$ cat config.mk
export PLATFORM = sky130hd
export DESIGN_NAME = mac_acc_norm_flat
export DESIGN_NICKNAME = d
export VERILOG_FILES = /design/src/rtl/mac_acc_norm_pkg.sv /design/src/rtl/mac_acc_norm_if.sv /design/src/rtl/mac_acc_norm_lsc.sv /design/src/rtl/mac_acc_norm.sv /design/src/flat_wrapper.sv
export SDC_FILE = /design/constraint.sdc
export NUM_CORES = 1
export LEC_CHECK = 0
export CORE_MARGIN = 4
export CORE_UTILIZATION = 40
export CTS_BUF_LIST = sky130_fd_sc_hd__clkbuf_4
export CTS_CLUSTER_DIAMETER = 80
export DETAILED_ROUTE_END_ITERATION = 6
export PLACE_DENSITY_LB_ADDON = 0.3
export SLEW_MARGIN = 10
export SYNTH_ARGS = -nofsm -noshare
export SYNTH_HDL_FRONTEND = slang
export SYNTH_SLANG_ARGS = --single-unit
$ cat constraint.sdc
create_clock -name clk -period 9.3 [get_ports clk]
set_input_delay 1.86 -clock clk [delete_from_list [all_inputs] [get_ports clk]]
set_output_delay 1.86 -clock clk [all_outputs]
set_load 0.02 [all_outputs]
$ cat src/rtl/mac_acc_norm_pkg.sv
// mac_pkg: shared definitions for the mac_acc_norm block.
//   - default widths (IN_W, ACC_W, MAN_W, EXP_W)
//   - FSM state enum {ST_ACC, ST_NORM, ST_OUT}
//   - sat_add: signed add clamped to a w-bit two's complement range
//   - man_max: largest positive mantissa, the rounding saturation point
package mac_pkg;

    localparam int IN_W_DEF  = 20;
    localparam int ACC_W_DEF = 28;
    localparam int MAN_W_DEF = 7;
    localparam int EXP_W_DEF = 5;

    // Working width for saturating arithmetic; wide enough that acc + sample
    // never wraps before the clamp is applied.
    localparam int SAT_W = 64;

    typedef enum logic [1:0] {
        ST_ACC  = 2'd0,
        ST_NORM = 2'd1,
        ST_OUT  = 2'd2
    } state_t;

    typedef struct packed {
        logic                    ovf;
        logic signed [SAT_W-1:0] val;
    } sat_t;

    function automatic sat_t sat_add(input logic signed [SAT_W-1:0] a,
                                     input logic signed [SAT_W-1:0] b,
                                     input int                      w);
        logic signed [SAT_W-1:0] hi;
        logic signed [SAT_W-1:0] lo;
        sat_t                    r;
        hi    = (64'sd1 <<< (w - 1)) - 64'sd1;
        lo    = -hi - 64'sd1;
        r.val = a + b;
        r.ovf = 1'b0;
        if (r.val > hi) begin
            r.val = hi;
            r.ovf = 1'b1;
        end else if (r.val < lo) begin
            r.val = lo;
            r.ovf = 1'b1;
        end
        return r;
    endfunction

    function automatic int man_max(input int w);
        return (1 << (w - 1)) - 1;
    endfunction

endpackage

$ cat src/rtl/mac_acc_norm_if.sv
// mac_acc_norm_if: sample input and result output handshakes of mac_acc_norm.
//   in_vld/in_rdy/in_res/in_last          : sample stream into the block
//   out_vld/out_rdy/out_dat/out_exp/out_ovf : normalised result out of the block
//   master : the environment (drives samples, accepts results)
//   slave  : the mac_acc_norm block
interface mac_acc_norm_if
    import mac_pkg::*;
#(
    parameter int IN_W  = IN_W_DEF,
    parameter int MAN_W = MAN_W_DEF,
    parameter int EXP_W = EXP_W_DEF
);
    logic                    in_vld;
    logic                    in_rdy;
    logic signed [IN_W-1:0]  in_res;
    logic                    in_last;
    logic                    out_vld;
    logic                    out_rdy;
    logic signed [MAN_W-1:0] out_dat;
    logic [EXP_W-1:0]        out_exp;
    logic                    out_ovf;

    modport master (
        output in_vld, in_res, in_last, out_rdy,
        input  in_rdy, out_vld, out_dat, out_exp, out_ovf
    );

    modport slave (
        input  in_vld, in_res, in_last, out_rdy,
        output in_rdy, out_vld, out_dat, out_exp, out_ovf
    );
endinterface

$ cat src/rtl/mac_acc_norm_lsc.sv
// mac_norm_lsc: combinational normaliser, accumulator -> block-float operand.
//   acc_i : signed accumulator value (ACC_W)
//   dat_o : signed mantissa (MAN_W), value = dat_o * 2**exp_o
//   exp_o : shift count, the smallest one that makes acc_i fit MAN_W bits
module mac_norm_lsc
    import mac_pkg::*;
#(
    parameter int ACC_W = ACC_W_DEF,
    parameter int MAN_W = MAN_W_DEF,
    parameter int EXP_W = EXP_W_DEF
) (
    input  logic signed [ACC_W-1:0] acc_i,
    output logic signed [MAN_W-1:0] dat_o,
    output logic [EXP_W-1:0]        exp_o
);
    localparam int SMAX = ACC_W - MAN_W;
    localparam logic signed [MAN_W:0] MAXC = (MAN_W + 1)'(man_max(MAN_W));

    // Round half up; only a positive value can round out of range.
    function automatic logic signed [MAN_W-1:0] round_sat(input logic signed [MAN_W-1:0] trunc,
                                                          input logic                    rbit);
        logic signed [MAN_W:0] sum;
        sum = {trunc[MAN_W-1], trunc} + {{MAN_W{1'b0}}, rbit};
        if (sum > MAXC) begin
            return MAN_W'(man_max(MAN_W));
        end
        return sum[MAN_W-1:0];
    endfunction

    // ext carries one guard bit below the LSB: after ext >>> s, bit 0 is
    // acc bit (s-1) (zero when s == 0) and bits [MAN_W:1] are the mantissa.
    logic signed [ACC_W:0] ext;
    logic signed [ACC_W:0] t;
    logic signed [ACC_W:0] sel;

    always_comb begin
        ext   = {acc_i, 1'b0};
        t     = '0;
        sel   = ext >>> SMAX;
        exp_o = EXP_W'(SMAX);
        // Descending scan so the last hit is the smallest fitting shift.
        for (int i = SMAX; i >= 0; i--) begin
            t = ext >>> i;
            if ((&t[ACC_W:MAN_W]) || !(|t[ACC_W:MAN_W])) begin
                sel   = t;
                exp_o = EXP_W'(i);
            end
        end
        dat_o = round_sat(sel[MAN_W:1], sel[0]);
    end
endmodule

$ cat src/rtl/mac_acc_norm.sv
// mac_acc_norm: saturating vector accumulator with block-float normalised output.
//   clk : clock, all state on rising edge
//   rst : synchronous reset, active-high; aborts any vector / pending result
//   bus : mac_acc_norm_if.slave
//         in_vld/in_rdy/in_res/in_last  sample stream
//         out_vld/out_rdy               result handshake
//         out_dat/out_exp/out_ovf       mantissa, shift exponent, sticky saturation flag
module mac_acc_norm
    import mac_pkg::*;
#(
    parameter int IN_W  = IN_W_DEF,
    parameter int ACC_W = ACC_W_DEF,
    parameter int MAN_W = MAN_W_DEF,
    parameter int EXP_W = EXP_W_DEF
) (
    input  logic         clk,
    input  logic         rst,
    mac_acc_norm_if.slave bus
);
    state_t                  state_q;
    logic signed [ACC_W-1:0] acc_q;
    logic signed [ACC_W-1:0] acc_d;
    logic                    ovf_q;
    logic                    ovf_d;
    logic                    in_rdy_q;
    logic                    out_vld_q;
    logic signed [MAN_W-1:0] out_dat_q;
    logic [EXP_W-1:0]        out_exp_q;
    logic                    out_ovf_q;

    logic signed [IN_W-1:0]  in_res;
    logic signed [MAN_W-1:0] norm_dat;
    logic [EXP_W-1:0]        norm_exp;
    sat_t                    sat_r;

    assign in_res = bus.in_res;

    always_comb begin
        sat_r = sat_add({{(SAT_W - ACC_W){acc_q[ACC_W-1]}}, acc_q},
                        {{(SAT_W - IN_W){in_res[IN_W-1]}}, in_res},
                        ACC_W);
        acc_d = ACC_W'(sat_r.val);
        ovf_d = ovf_q | sat_r.ovf;
    end

    mac_norm_lsc #(
        .ACC_W (ACC_W),
        .MAN_W (MAN_W),
        .EXP_W (EXP_W)
    ) u_lsc (
        .acc_i (acc_q),
        .dat_o (norm_dat),
        .exp_o (norm_exp)
    );

    // in_rdy_q is high exactly while in ST_ACC, so in_vld alone qualifies
    // acceptance there.
    always_ff @(posedge clk) begin
        if (rst) begin
            state_q   <= ST_ACC;
            acc_q     <= '0;
            ovf_q     <= 1'b0;
            in_rdy_q  <= 1'b1;
            out_vld_q <= 1'b0;
            out_dat_q <= '0;
            out_exp_q <= '0;
            out_ovf_q <= 1'b0;
        end else begin
            case (state_q)
                ST_ACC: begin
                    if (bus.in_vld) begin
                        acc_q <= acc_d;
                        ovf_q <= ovf_d;
                        if (bus.in_last) begin
                            state_q  <= ST_NORM;
                            in_rdy_q <= 1'b0;
                        end
                    end
                end
                ST_NORM: begin
                    out_dat_q <= norm_dat;
                    out_exp_q <= norm_exp;
                    out_ovf_q <= ovf_q;
                    out_vld_q <= 1'b1;
                    state_q   <= ST_OUT;
                end
                ST_OUT: begin
                    if (bus.out_rdy) begin
                        acc_q     <= '0;
                        ovf_q     <= 1'b0;
                        out_vld_q <= 1'b0;
                        in_rdy_q  <= 1'b1;
                        state_q   <= ST_ACC;
                    end
                end
                default: begin
                    state_q  <= ST_ACC;
                    in_rdy_q <= 1'b1;
                end
            endcase
        end
    end

    assign bus.in_rdy  = in_rdy_q;
    assign bus.out_vld = out_vld_q;
    assign bus.out_dat = out_dat_q;
    assign bus.out_exp = out_exp_q;
    assign bus.out_ovf = out_ovf_q;
endmodule

$ cat src/flat_wrapper.sv
// flat-port wrapper written by rule: the top's interface ports become plain ports
module mac_acc_norm_flat import mac_pkg::*;
#(
    parameter int IN_W  = IN_W_DEF,
    parameter int ACC_W = ACC_W_DEF,
    parameter int MAN_W = MAN_W_DEF,
    parameter int EXP_W = EXP_W_DEF
)
  (clk, rst, bus_in_vld, bus_in_res, bus_in_last, bus_out_rdy, bus_in_rdy, bus_out_vld, bus_out_dat, bus_out_exp, bus_out_ovf);
  mac_acc_norm_if #(.IN_W(IN_W), .MAN_W(MAN_W), .EXP_W(EXP_W)) bus_i ();
  input  logic clk;
  input  logic rst;
  input wire logic [$bits(bus_i.in_vld)-1:0] bus_in_vld;
  input wire logic [$bits(bus_i.in_res)-1:0] bus_in_res;
  input wire logic [$bits(bus_i.in_last)-1:0] bus_in_last;
  input wire logic [$bits(bus_i.out_rdy)-1:0] bus_out_rdy;
  output wire logic [$bits(bus_i.in_rdy)-1:0] bus_in_rdy;
  output wire logic [$bits(bus_i.out_vld)-1:0] bus_out_vld;
  output wire logic [$bits(bus_i.out_dat)-1:0] bus_out_dat;
  output wire logic [$bits(bus_i.out_exp)-1:0] bus_out_exp;
  output wire logic [$bits(bus_i.out_ovf)-1:0] bus_out_ovf;
  assign bus_i.in_vld = bus_in_vld;
  assign bus_i.in_res = bus_in_res;
  assign bus_i.in_last = bus_in_last;
  assign bus_i.out_rdy = bus_out_rdy;
  assign bus_in_rdy = bus_i.in_rdy;
  assign bus_out_vld = bus_i.out_vld;
  assign bus_out_dat = bus_i.out_dat;
  assign bus_out_exp = bus_i.out_exp;
  assign bus_out_ovf = bus_i.out_ovf;
  mac_acc_norm #(.IN_W(IN_W), .ACC_W(ACC_W), .MAN_W(MAN_W), .EXP_W(EXP_W)) u_core (.clk(clk), .rst(rst), .bus(bus_i));
endmodule
# Word level (Yosys, flattened, before mapping)
# Cells that the tools add are included.
dict set report classes {
  n_eq_ne 5
  mux 62
  multipliers 0
  bitwise_logic 2
  n_lt_le_gt_ge 3
  n_reduce_logical 91
  n_div 0
  addsub 2
  shifts 0
}
# cell count
set ops {}
lappend ops {{two-way mux 8 bit} 21}
lappend ops {{two-way mux 65 bit} 2}
lappend ops {{two-way mux 5 bit} 16}
lappend ops {{> comparator 64 x 28 -> 1 bit, second input constant} 1}
lappend ops {{< comparator 64 x 28 -> 1 bit, second input constant} 1}
lappend ops {{two-way mux 28 bit} 2}
lappend ops {{case mux 28 bit (2 select lines)} 1}
lappend ops {{adder 28 x 20 -> 29 bit} 1}
lappend ops {{AND reduction 22 bit} 1}
lappend ops {{OR reduction 22 bit} 1}
lappend ops {{logical NOT 1 bit} 21}
lappend ops {{logical OR 1 bit} 21}
lappend ops {{AND reduction 21 bit} 1}
lappend ops {{OR reduction 21 bit} 1}
lappend ops {{AND reduction 20 bit} 1}
lappend ops {{OR reduction 20 bit} 1}
lappend ops {{AND reduction 19 bit} 1}
lappend ops {{OR reduction 19 bit} 1}
lappend ops {{AND reduction 18 bit} 1}
lappend ops {{OR reduction 18 bit} 1}
lappend ops {{AND reduction 17 bit} 1}
lappend ops {{OR reduction 17 bit} 1}
lappend ops {{AND reduction 16 bit} 1}
lappend ops {{OR reduction 16 bit} 1}
lappend ops {{44 further kinds} 64}
dict set report totals {
  inputBits 25
  mem_bits_rw 0
  ff_bits 46
  latch_bits 0
  out_inout_bits 15
  n_memories 0
  romBits 0
  wordCells 173
}

# Depth between registers and ports, before layout
# Gate-level depths: netlist of run 1.
dict set report depth {
  ltp_word 28
  ltp_mapped 21
}

# Modules after synthesis
# Synthesis of run 1 repeated with hierarchy kept, for this count alone.
dict set report hier_totals {
  cells_unflattened 895
  area_unflattened_um2 6412.4
}
# module area_each_um2 n_inst seq_area_each_um2 cells_each
set modules_own_cells {}
lappend modules_own_cells {mac_acc_norm 3335.7 1 920.9 409}
lappend modules_own_cells {mac_norm_lsc 3076.7 1 0.0 486}

# Least setup slack after synthesis of run 1
# Ideal clock, no wire load.
dict set report synth_timing {
  path_kind {input-to-reg}
  startpoint {input port bus_in_res[0]}
  endpoint {register u_core.acc_q[0]}
  required_time_ps 9172
  arrival_time_ps 4876
  path_stages 14
  setup_slack_ps 4296
  path_cell_list {ha_1 fa_1 a21o_1 a21o_1 a2111oi_0 a2111oi_0 o21ai_0 o221ai_1 a22oi_1 and4_1 or3_1 clkbuf_1 clkbuf_1 o21ai_0}
}
dict set report synth_via {
  elab_chain_len 6
  elab_cells_between_ends 7
  classes_between {add/sub: 1; order compare: 2; mux: 4}
}
# item line_no
set synth_rtl {}
lappend synth_rtl {{start, declared} flat_wrapper.sv:14} ;# input wire logic [$bits(bus_i.in_res)-1:0] bus_in_res;
lappend synth_rtl {{adder 28 x 20 -> 29 bit *} mac_acc_norm_pkg.sv:36} ;# r.val = a + b;
lappend synth_rtl {{< comparator 64 x 28 -> 1 bit} mac_acc_norm_pkg.sv:41} ;# end else if (r.val < lo) begin
lappend synth_rtl {{two-way mux 65 bit} mac_acc_norm_pkg.sv:41}
lappend synth_rtl {{two-way mux 65 bit *} mac_acc_norm_pkg.sv:38} ;# if (r.val > hi) begin
lappend synth_rtl {{two-way mux 28 bit *} mac_acc_norm.sv:71} ;# if (bus.in_vld) begin
lappend synth_rtl {{case mux 28 bit (2 select lines) *} mac_acc_norm.sv:69} ;# case (state_q)
lappend synth_rtl {{end signal, assigned} mac_acc_norm.sv:61} ;# acc_q <= '0;
lappend synth_rtl {{end signal, assigned} mac_acc_norm.sv:72} ;# acc_q <= acc_d;
lappend synth_rtl {{end signal, assigned} mac_acc_norm.sv:89} ;# acc_q <= '0;
lappend synth_rtl {{end, declared} mac_acc_norm.sv:21} ;# logic signed [ACC_W-1:0] acc_q;
# Mark *: on every way between the ends. The rest lies on a longest branch, timed or not. The select of a mux whose other input is x is not followed.
# A chain may end at the register's enable or synchronous reset.

# Worst setup path in the final report of run 1
dict set report layout_timing {
  startpoint {input port bus_in_res[0]}
  endpoint {register u_core.acc_q[9]}
}
# The elaborated chain is that of the path after synthesis.

==> results of run 1 <==
==> metal layers <==
metal	share of wire [%]	global-route usage, %	vias up
met5	0	0	-
met4	2.4	6.051	0
met3	6.4	2.169	30
met2	45	32.47	268
met1	46	30.59	3083
li1	-	-	3196
==> sequential cells by signal, summed over array words and instances (netlist names) <==
name	cells
u_core.bus.out_vld	1
u_core.bus.in_rdy	1
u_core.bus.out_exp	5
u_core.ovf_q	1
u_core.bus.out_dat	7
u_core.bus.out_ovf	1
u_core.acc_q	28
u_core.state_q	2
==> critical path, cell delays in order <==
cell	delay (ns)
clkdlybuf4s50_1	0.46
ha_1	0.19
fa_1	0.21
a21o_1	0.12
a21o_1	0.16
a2111oi_0	0.13
a2111oi_0	0.83
o21ai_0	0.22
o221ai_1	0.19
a22oi_1	0.20
o41ai_1	0.76
nor2b_1	0.22
buf_4	0.27
a21oi_1	0.06
o21ai_0	0.09
==> cells by family (layout without fill, tap and decap cells) <==
group	Yosys count	after routing	synth area share [%]
AO/OA/AOI/OAI	333	333	38.55
AND/OR/NAND/NOR	306	306	26.85
buffers and inverters	91	76	6.069
flip-flops	46	46	15.40
adder cells (fa/ha/maj)	34	34	7.242
XOR/XNOR	28	28	4.102
multiplexers	9	9	1.779
==> power breakdown <==
part	switching, mW	total (mW)	internal (mW)	leakage (nW)
logic	1.03	1.74	0.710	1.92
clock network	0.0719	0.103	0.0310	0.0318
registers	0.188	0.432	0.244	0.378
==> how the worst min path moves through the flow <==
stage	end	cells after the start	slack [ns]
after floorplan	u_core.bus.out_ovf	2	0.46
after global placement	u_core.bus.out_exp[3]	2	0.44
after detailed placement	u_core.bus.out_exp[1]	2	0.44
after CTS	u_core.bus.out_exp[1]	2	0.46
after global routing	u_core.bus.out_ovf	2	0.48
final	u_core.bus.out_exp[1]	2	0.46
==> cell usage in the layout (no fill, tap or decap), types with 5 or more instances in the layout <==
cell type / Yosys / final
a32oi_1: 6 / 6
nor2_1: 72 / 72
nand2b_1: 13 / 13
a2111oi_0: 5 / 5
nor3_1: 27 / 27
xor2_1: 15 / 15
xnor2_1: 13 / 13
inv_1: 24 / 24
nor4_1: 6 / 6
a311oi_1: 6 / 6
a211o_1: 8 / 8
o21a_1: 6 / 6
clkbuf_4: 0 / 5
a211oi_1: 13 / 13
clkdlybuf4s50_1: 0 / 39
nor3b_1: 8 / 8
o221ai_1: 7 / 7
a21o_1: 16 / 16
a211oi_2: 6 / 6
o211ai_1: 14 / 14
a221oi_1: 7 / 7
o21ai_0: 69 / 69
o31ai_1: 7 / 7
dfxtp_1: 46 / 46
nand3_1: 36 / 36
or4_1: 6 / 6
and3_1: 8 / 8
nand4_1: 13 / 13
mux2i_1: 5 / 5
ha_1: 33 / 33
nor2b_1: 10 / 10
nand2_1: 73 / 73
a21oi_1: 85 / 85
o21bai_1: 5 / 5
a31oi_1: 13 / 13
or3_1: 5 / 5
==> per-stage QoR <==
| step | instance area [µm²] | worst slack [ns] | utilization [%] | instances | power, mW |
|---|---|---|---|---|---|
| finish | 6419 | 3.632 | 44.00 | 1016 | 2.274 |
| global placement | 6356 | 3.278 | 43.57 | 1008 | 2.139 |
| floorplan | 5978 | 4.296 | - | 847 | 1.759 |
| global route | 6419 | 3.293 | 44.00 | 1016 | 2.472 |
| detailed placement | 6356 | 3.195 | 43.57 | 1008 | 2.133 |
| CTS | 6419 | 3.597 | 44.00 | 1016 | 2.243 |
==> cell type report <==
cell class	count	area, µm²
multi-input cells	710	4695
flip-flops and latches	46	920.9
repair buffers	42	412.9
well taps	184	230.2
clock buffers	5	37.54
clock inverters	3	25.02
fillers	1503	8170
inverters	26	97.59
==> reports/metrics.cfg, run 1 <==
[sta]
rsz0062_at_grt=false
post-route-min-period_ns=5.668
fin_skew_ns=0.02373
setup_viol=0
tightestPinTransition_ns=1.048
tns_ns=0
hold_viol=0
hold_ws_ns=0.4582
max_freq_mhz=176.4
fin_crit_sh_pct=60.95
maxSlewHeadroom_pct=29.22
drv_slew=0

[synthesis]
yosys_warnings=0
synth_edf_count=0
synth_most_common_cell=a21oi_1
ys_seq_area_share_pct=15.40
netlist_top_cells_area=dfxtp_1, a21oi_1, ha_1
syn_inst=847
synth_top_cell_by_area=dfxtp_1
yosys.area.top_type_share_pct=15.40
ys_ff_latch=46
syn_nets=906
avgSynthCellArea_um2=7.058
ys_types=89
async_flop_share_pct=0
syn_area_um2=5978
synth_flop_cell=dfxtp_1
synthTopCellsByCount=a21oi_1, nand2_1, nor2_1

[die]
dieHeight_um=130.3
rows=44
start_util_pct=40.98
dieArea_um2=16970
core-area_um2=14590
io_pins=40
die_w_um=130.3

[critical_path]
worstSetupPathType=input pin to flop
worstPathRequired_ns=9.60
r2r-start=u_core.acc_q[23]
cp_max_fo=22
start_kind=input pin
crit_start=bus_in_res[0]
worst_ep_arrival_time_ns=5.97
reg2reg_slack_ns=4.41
r2r_end=u_core.bus.out_dat[1]
endpoint=u_core.acc_q[9]
cp-end-kind=flop
r2r_cells=17

[clock_tree]
cts_buffer_depth=2
cts.sinks=46
htreeDepth=2
cts_made_buffers=5
post_cts_buffers=0
cts-root-buf=clkbuf_4
clk_latency_ns=0.38
cts_tree=yes
cts_resized=0
holdBufCountCts=0
clk_pin_slew_ns=0.14

[route]
wl_mm=18.01
antenna_left=0
vias=6577
drtIter0Drc=774
firstDrtPassIters=6
via_per_inst=6.473
drc=0
wire_per_inst_um=17.72

[flow_run]
max_cap_violations=0

[finish]
nets=890
diodes=0
area_delta_synth_final_pct=7.367
final_layout_size_suffix_gt1_share_pct=6.490

[placed_design]
gp_congestion=0.9422
port_buffers=39
place_hpwl_mm=13.54

[power]
leakage_nw=2.330
ir_drop_v=0.0001214
power_density_nw_per_um2=354.3

[global_routing]
overflow=0
track_usage_pct=20.93
grt_antenna_before_repair=0
grt_max_degree=26
grt_first_pass_wirelength_mm=29.71
grt_pass1_vias=5910

[hold_path]
hp-start=u_core.bus.out_exp[1]
hp-class=flop to flop

[outcome]
outcome=finished, final reports clean

(Power assumes the default switching activity.)
==> run 2: changes to the inputs <==
==> constraint.sdc (replaced) <==
create_clock -name clk -period 5.09 [get_ports clk]
set_input_delay 1.018 -clock clk [delete_from_list [all_inputs] [get_ports clk]]
set_output_delay 1.018 -clock clk [all_outputs]
set_load 0.02 [all_outputs]
==> reports/metrics.cfg, run 2 (same netlist as run 1, synthesis figures left out) <==
[die]
rows=44
dieHeight_um=130.3
start_util_pct=40.98
dieArea_um2=16970
die_w_um=130.3
io_pins=40
core-area_um2=14590

[global_routing]
grt_max_degree=23
grt_pass1_vias=5999
grt_antenna_before_repair=0
track_usage_pct=21.66
grt_first_pass_wirelength_mm=30.50
overflow=0

[route]
drtIter0Drc=810
antenna_left=0
wl_mm=18.49
drc=0
vias=6614
wire_per_inst_um=17.63
firstDrtPassIters=6
via_per_inst=6.305

[clock_tree]
htreeDepth=2
cts_made_buffers=5
holdBufCountCts=0
cts.sinks=46
cts-root-buf=clkbuf_4
clk_latency_ns=0.37
clk_pin_slew_ns=0.14
cts_tree=yes
post_cts_buffers=0
cts_resized=0
cts_buffer_depth=2

[finish]
nets=923
multi_input_area_um2=4695
diodes=0
mostFrequentLayoutCells=a21oi_1, nand2_1, nor2_1
register_area_um2=920.9
largest-register=u_core.acc_q
area_delta_synth_final_pct=11.72
largest_register_ff_count=28
final_layout_size_suffix_gt1_share_pct=10.06
final_common_cell=a21oi_1
final_cell_area_um2=6679
nFillCells=1489

[placed_design]
port_buffers=39
place_hpwl_mm=14.28
gp_congestion=0.9326
dpl_cell_area_um2=6616

[sta]
maxSlewHeadroom_pct=27.91
post-route-min-period_ns=4.613
max_freq_mhz=216.8
hold_viol=0
drv_slew=0
fin_crit_sh_pct=90.63
fin_skew_ns=0.01245
tns_ns=0
hold_ws_ns=0.4580
setup_viol=0
rsz0062_at_grt=false
tightestPinTransition_ns=1.067

[critical_path]
worstSetupPathType=input pin to flop
worstPathRequired_ns=5.35
start_kind=input pin
cp_max_fo=21
worst_ep_arrival_time_ns=4.88
cp-end-kind=flop

[power]
ir_drop_v=0.0002196
totalPowerFinal_mw=4.325
power_density_nw_per_um2=647.6
leakage_nw=2.500

[flow_run]
max_cap_violations=0

[hold_path]
hp-class=flop to flop

[outcome]
outcome=finished, final reports clean

## run 2: cell types whose count changed in the layout (fill, tap and decap cells not counted), sizes merged
cell	previous run	this run
buf	3	36
## run 2: report_power, final
part	internal [mW]	switching (mW)
logic	1.43	2.04
clock network	0.0566	0.133
registers	0.447	0.221
## run 2: worst max-delay path: stages
cell and delay [ns]:
clkdlybuf4s50_1 0.41, ha_1 0.23, fa_1 0.41, a21o_1 0.18, a21o_1 0.21, a2111oi_0 0.55
a2111oi_0 0.26, o21ai_0 0.25, o221ai_1 0.18, a22oi_1 0.33, and4_1 0.29, or3_1 0.19
buf_4 0.25, o21ai_0 0.12
## run 2: stage by stage
| step | util [%] | cells | setup WS (ns) |
|---|---|---|---|
| 2_1_floorplan | - | 847 | 0.9278 |
| 3_3_place_gp | 45.35 | 1041 | 0.2758 |
| 3_5_place_dp | 45.35 | 1041 | 0.1857 |
| 4_1_cts | 45.78 | 1049 | 0.5570 |
| 5_1_grt | 45.78 | 1049 | 0.1190 |
| 6_report | 45.78 | 1049 | 0.4770 |
## run 2: cell type report
| type | instances | area share (%) |
|---|---|---|
| Timing Repair Buffer | 75 | 10.08 |
| Tap cell | 184 | 3.447 |
| Multi-Input combinational cell | 710 | 70.29 |
| Clock inverter | 3 | 0.3747 |
| Sequential cell | 46 | 13.79 |
| Clock buffer | 5 | 0.5620 |
| Inverter | 26 | 1.461 |
## run 2: worst paths after layout
path,from,end,slack (ns),cells past startpoint
max,bus_in_res[0],u_core.acc_q[10],0.48,14
min,u_core.bus.out_exp[3],u_core.bus.out_exp[3],0.46,2
max reg2reg,u_core.acc_q[26],u_core.bus.out_dat[1],0.55,18
min reg2reg,u_core.bus.out_exp[3],u_core.bus.out_exp[3],0.46,2
## run 2: metal layers
| metal | vias to the layer above | wire length [µm] | global-route usage (%) |
|---|---|---|---|
| met2 | 253 | 8355 | 33.83 |
| met4 | 0 | 382 | 6.235 |
| met1 | 3069 | 8600 | 31.27 |
| met3 | 28 | 1153 | 2.620 |
| met5 | - | 0 | 0 |
| li1 | 3264 | - | - |
==> run 3: changes to the inputs <==
==> constraint.sdc (replaced) <==
create_clock -name clk -period 4.45 [get_ports clk]
set_input_delay 0.89 -clock clk [delete_from_list [all_inputs] [get_ports clk]]
set_output_delay 0.89 -clock clk [all_outputs]
set_load 0.02 [all_outputs]
==> reports/metrics.cfg, run 3 (same netlist as run 1, synthesis figures left out) <==
[placed_design]
dpl_worst_slack_ns=-0.08935
gp_congestion=0.9535
dpl_cell_area_um2=6944
place_hpwl_mm=14.67
port_buffers=39

[critical_path]
start_kind=flop
worstSetupPathType=flop to flop
reg2reg_slack_ns=0.26
crit_start=u_core.acc_q[26]
worst_ep_arrival_time_ns=4.44
worstPathRequired_ns=4.70
r2r_end=u_core.bus.out_dat[1]
cp_max_fo=11
r2r-start=u_core.acc_q[26]
r2r_cells=18
cp-end-kind=flop

[clock_tree]
holdBufCountCts=0
post_cts_buffers=0
clk_latency_ns=0.37
cts.sinks=46
htreeDepth=2
clk_pin_slew_ns=0.16
cts-root-buf=clkbuf_4
cts_resized=0
cts_tree=yes
cts_made_buffers=5
cts_buffer_depth=2

[sta]
setup_viol=0
rsz0062_at_grt=false
tightestPinTransition_ns=0.7878
max_freq_mhz=238.4
hold_viol=0
post-route-min-period_ns=4.195
maxSlewHeadroom_pct=46.92
fin_ws_ns=0.2553
drv_slew=0
fin_skew_ns=0.01604
fin_crit_sh_pct=94.26

[die]
start_util_pct=40.98
dieArea_um2=16970
dieHeight_um=130.3
io_pins=40
die_w_um=130.3
rows=44
core-area_um2=14590

[finish]
largest-register=u_core.acc_q
fin_util_pct=48.16
register_area_um2=920.9
largest_register_ff_count=28
diodes=0
area_delta_synth_final_pct=17.52
nFillCells=1456
nets=965
multi_input_area_um2=4717
mostFrequentLayoutCells=a21oi_1, buf_4, nand2_1
final_layout_size_suffix_gt1_share_pct=14.77
final_cell_area_um2=7025
final_common_cell=a21oi_1

[route]
vias=6805
wl_met1_mm=8.772
wire_per_inst_um=17.26
dr_wl_met2_mm=8.516
drc=0
wl_met3_mm=1.213
antenna_left=0
firstDrtPassIters=5
wl_mm=18.83
via_per_inst=6.237
drtIter0Drc=814
top_layer_used=met4

[global_routing]
grt_first_pass_wirelength_mm=31.10
track_usage_pct=22.02
grt_max_degree=28
overflow=0
grt_antenna_before_repair=0
grt_pass1_vias=6188

[hold_path]
min_to=u_core.bus.out_exp[1]
hp-class=flop to flop
hold_depth=2
hp-start=u_core.bus.out_exp[1]

[power]
totalPowerFinal_mw=5.120
power_density_nw_per_um2=728.8
leakage_nw=2.715
ir_drop_v=0.0002388

[flow_run]
max_cap_violations=0

[outcome]
outcome=finished, final reports clean

-- run 3: metal layers --
metal	GRT usage [%]	vias to the layer above
met5	0	-
met1	31.91	3168
met4	5.196	0
met2	34.70	256
li1	-	3351
met3	2.824	30
-- run 3: worst max-delay path by stage --
stage                            endpoint  slack (ns)
finish              u_core.bus.out_dat[1]        0.26
global route        u_core.bus.out_dat[1]       0.006
CTS                 u_core.bus.out_dat[1]        0.21
detailed placement       u_core.acc_q[23]       -0.09
global placement          u_core.acc_q[4]       -0.05
floorplan           u_core.bus.out_dat[0]        0.38
-- run 3: area by class of cell --
cell class,count,area share (%)
Clock buffer,5,0.5343
Clock inverter,3,0.3028
Inverter,26,1.389
Multi-Input combinational cell,710,67.14
Sequential cell,46,13.11
Tap cell,184,3.277
Timing Repair Buffer,117,14.25
-- run 3: metrics by stage --
step                      cells  setup TNS (ns)  hold slack [ns]
after floorplan             847               0           0.4584
after global placement     1083         -0.8777           0.4398
after detailed placement   1083          -1.898           0.4492
after CTS                  1091               0           0.4675
after global routing       1091               0           0.4970
final                      1091               0           0.4626
-- run 3: where the power goes --
part           total, mW  leakage (nW)  switching [mW]  internal (mW)
clock network      0.212        0.0312           0.151         0.0618
registers          0.734         0.378           0.223          0.511
logic               4.17          2.31            2.39           1.78
total               5.12          2.71            2.77           2.35
-- run 3: worst max-delay path: stages (launching register included) --
cell	delay, ns
dfxtp_1	0.35
buf_4	0.17
ha_1	0.27
and3_1	0.27
a32o_1	0.31
buf_4	0.17
a211o_1	0.29
o211ai_1	0.09
a31oi_1	0.13
a211o_1	0.29
o211ai_1	0.10
a31oi_1	0.13
o311a_1	0.31
ha_1	0.22
ha_1	0.24
and2_1	0.18
a21o_1	0.18
o22ai_4	0.25
a211oi_2	0.12
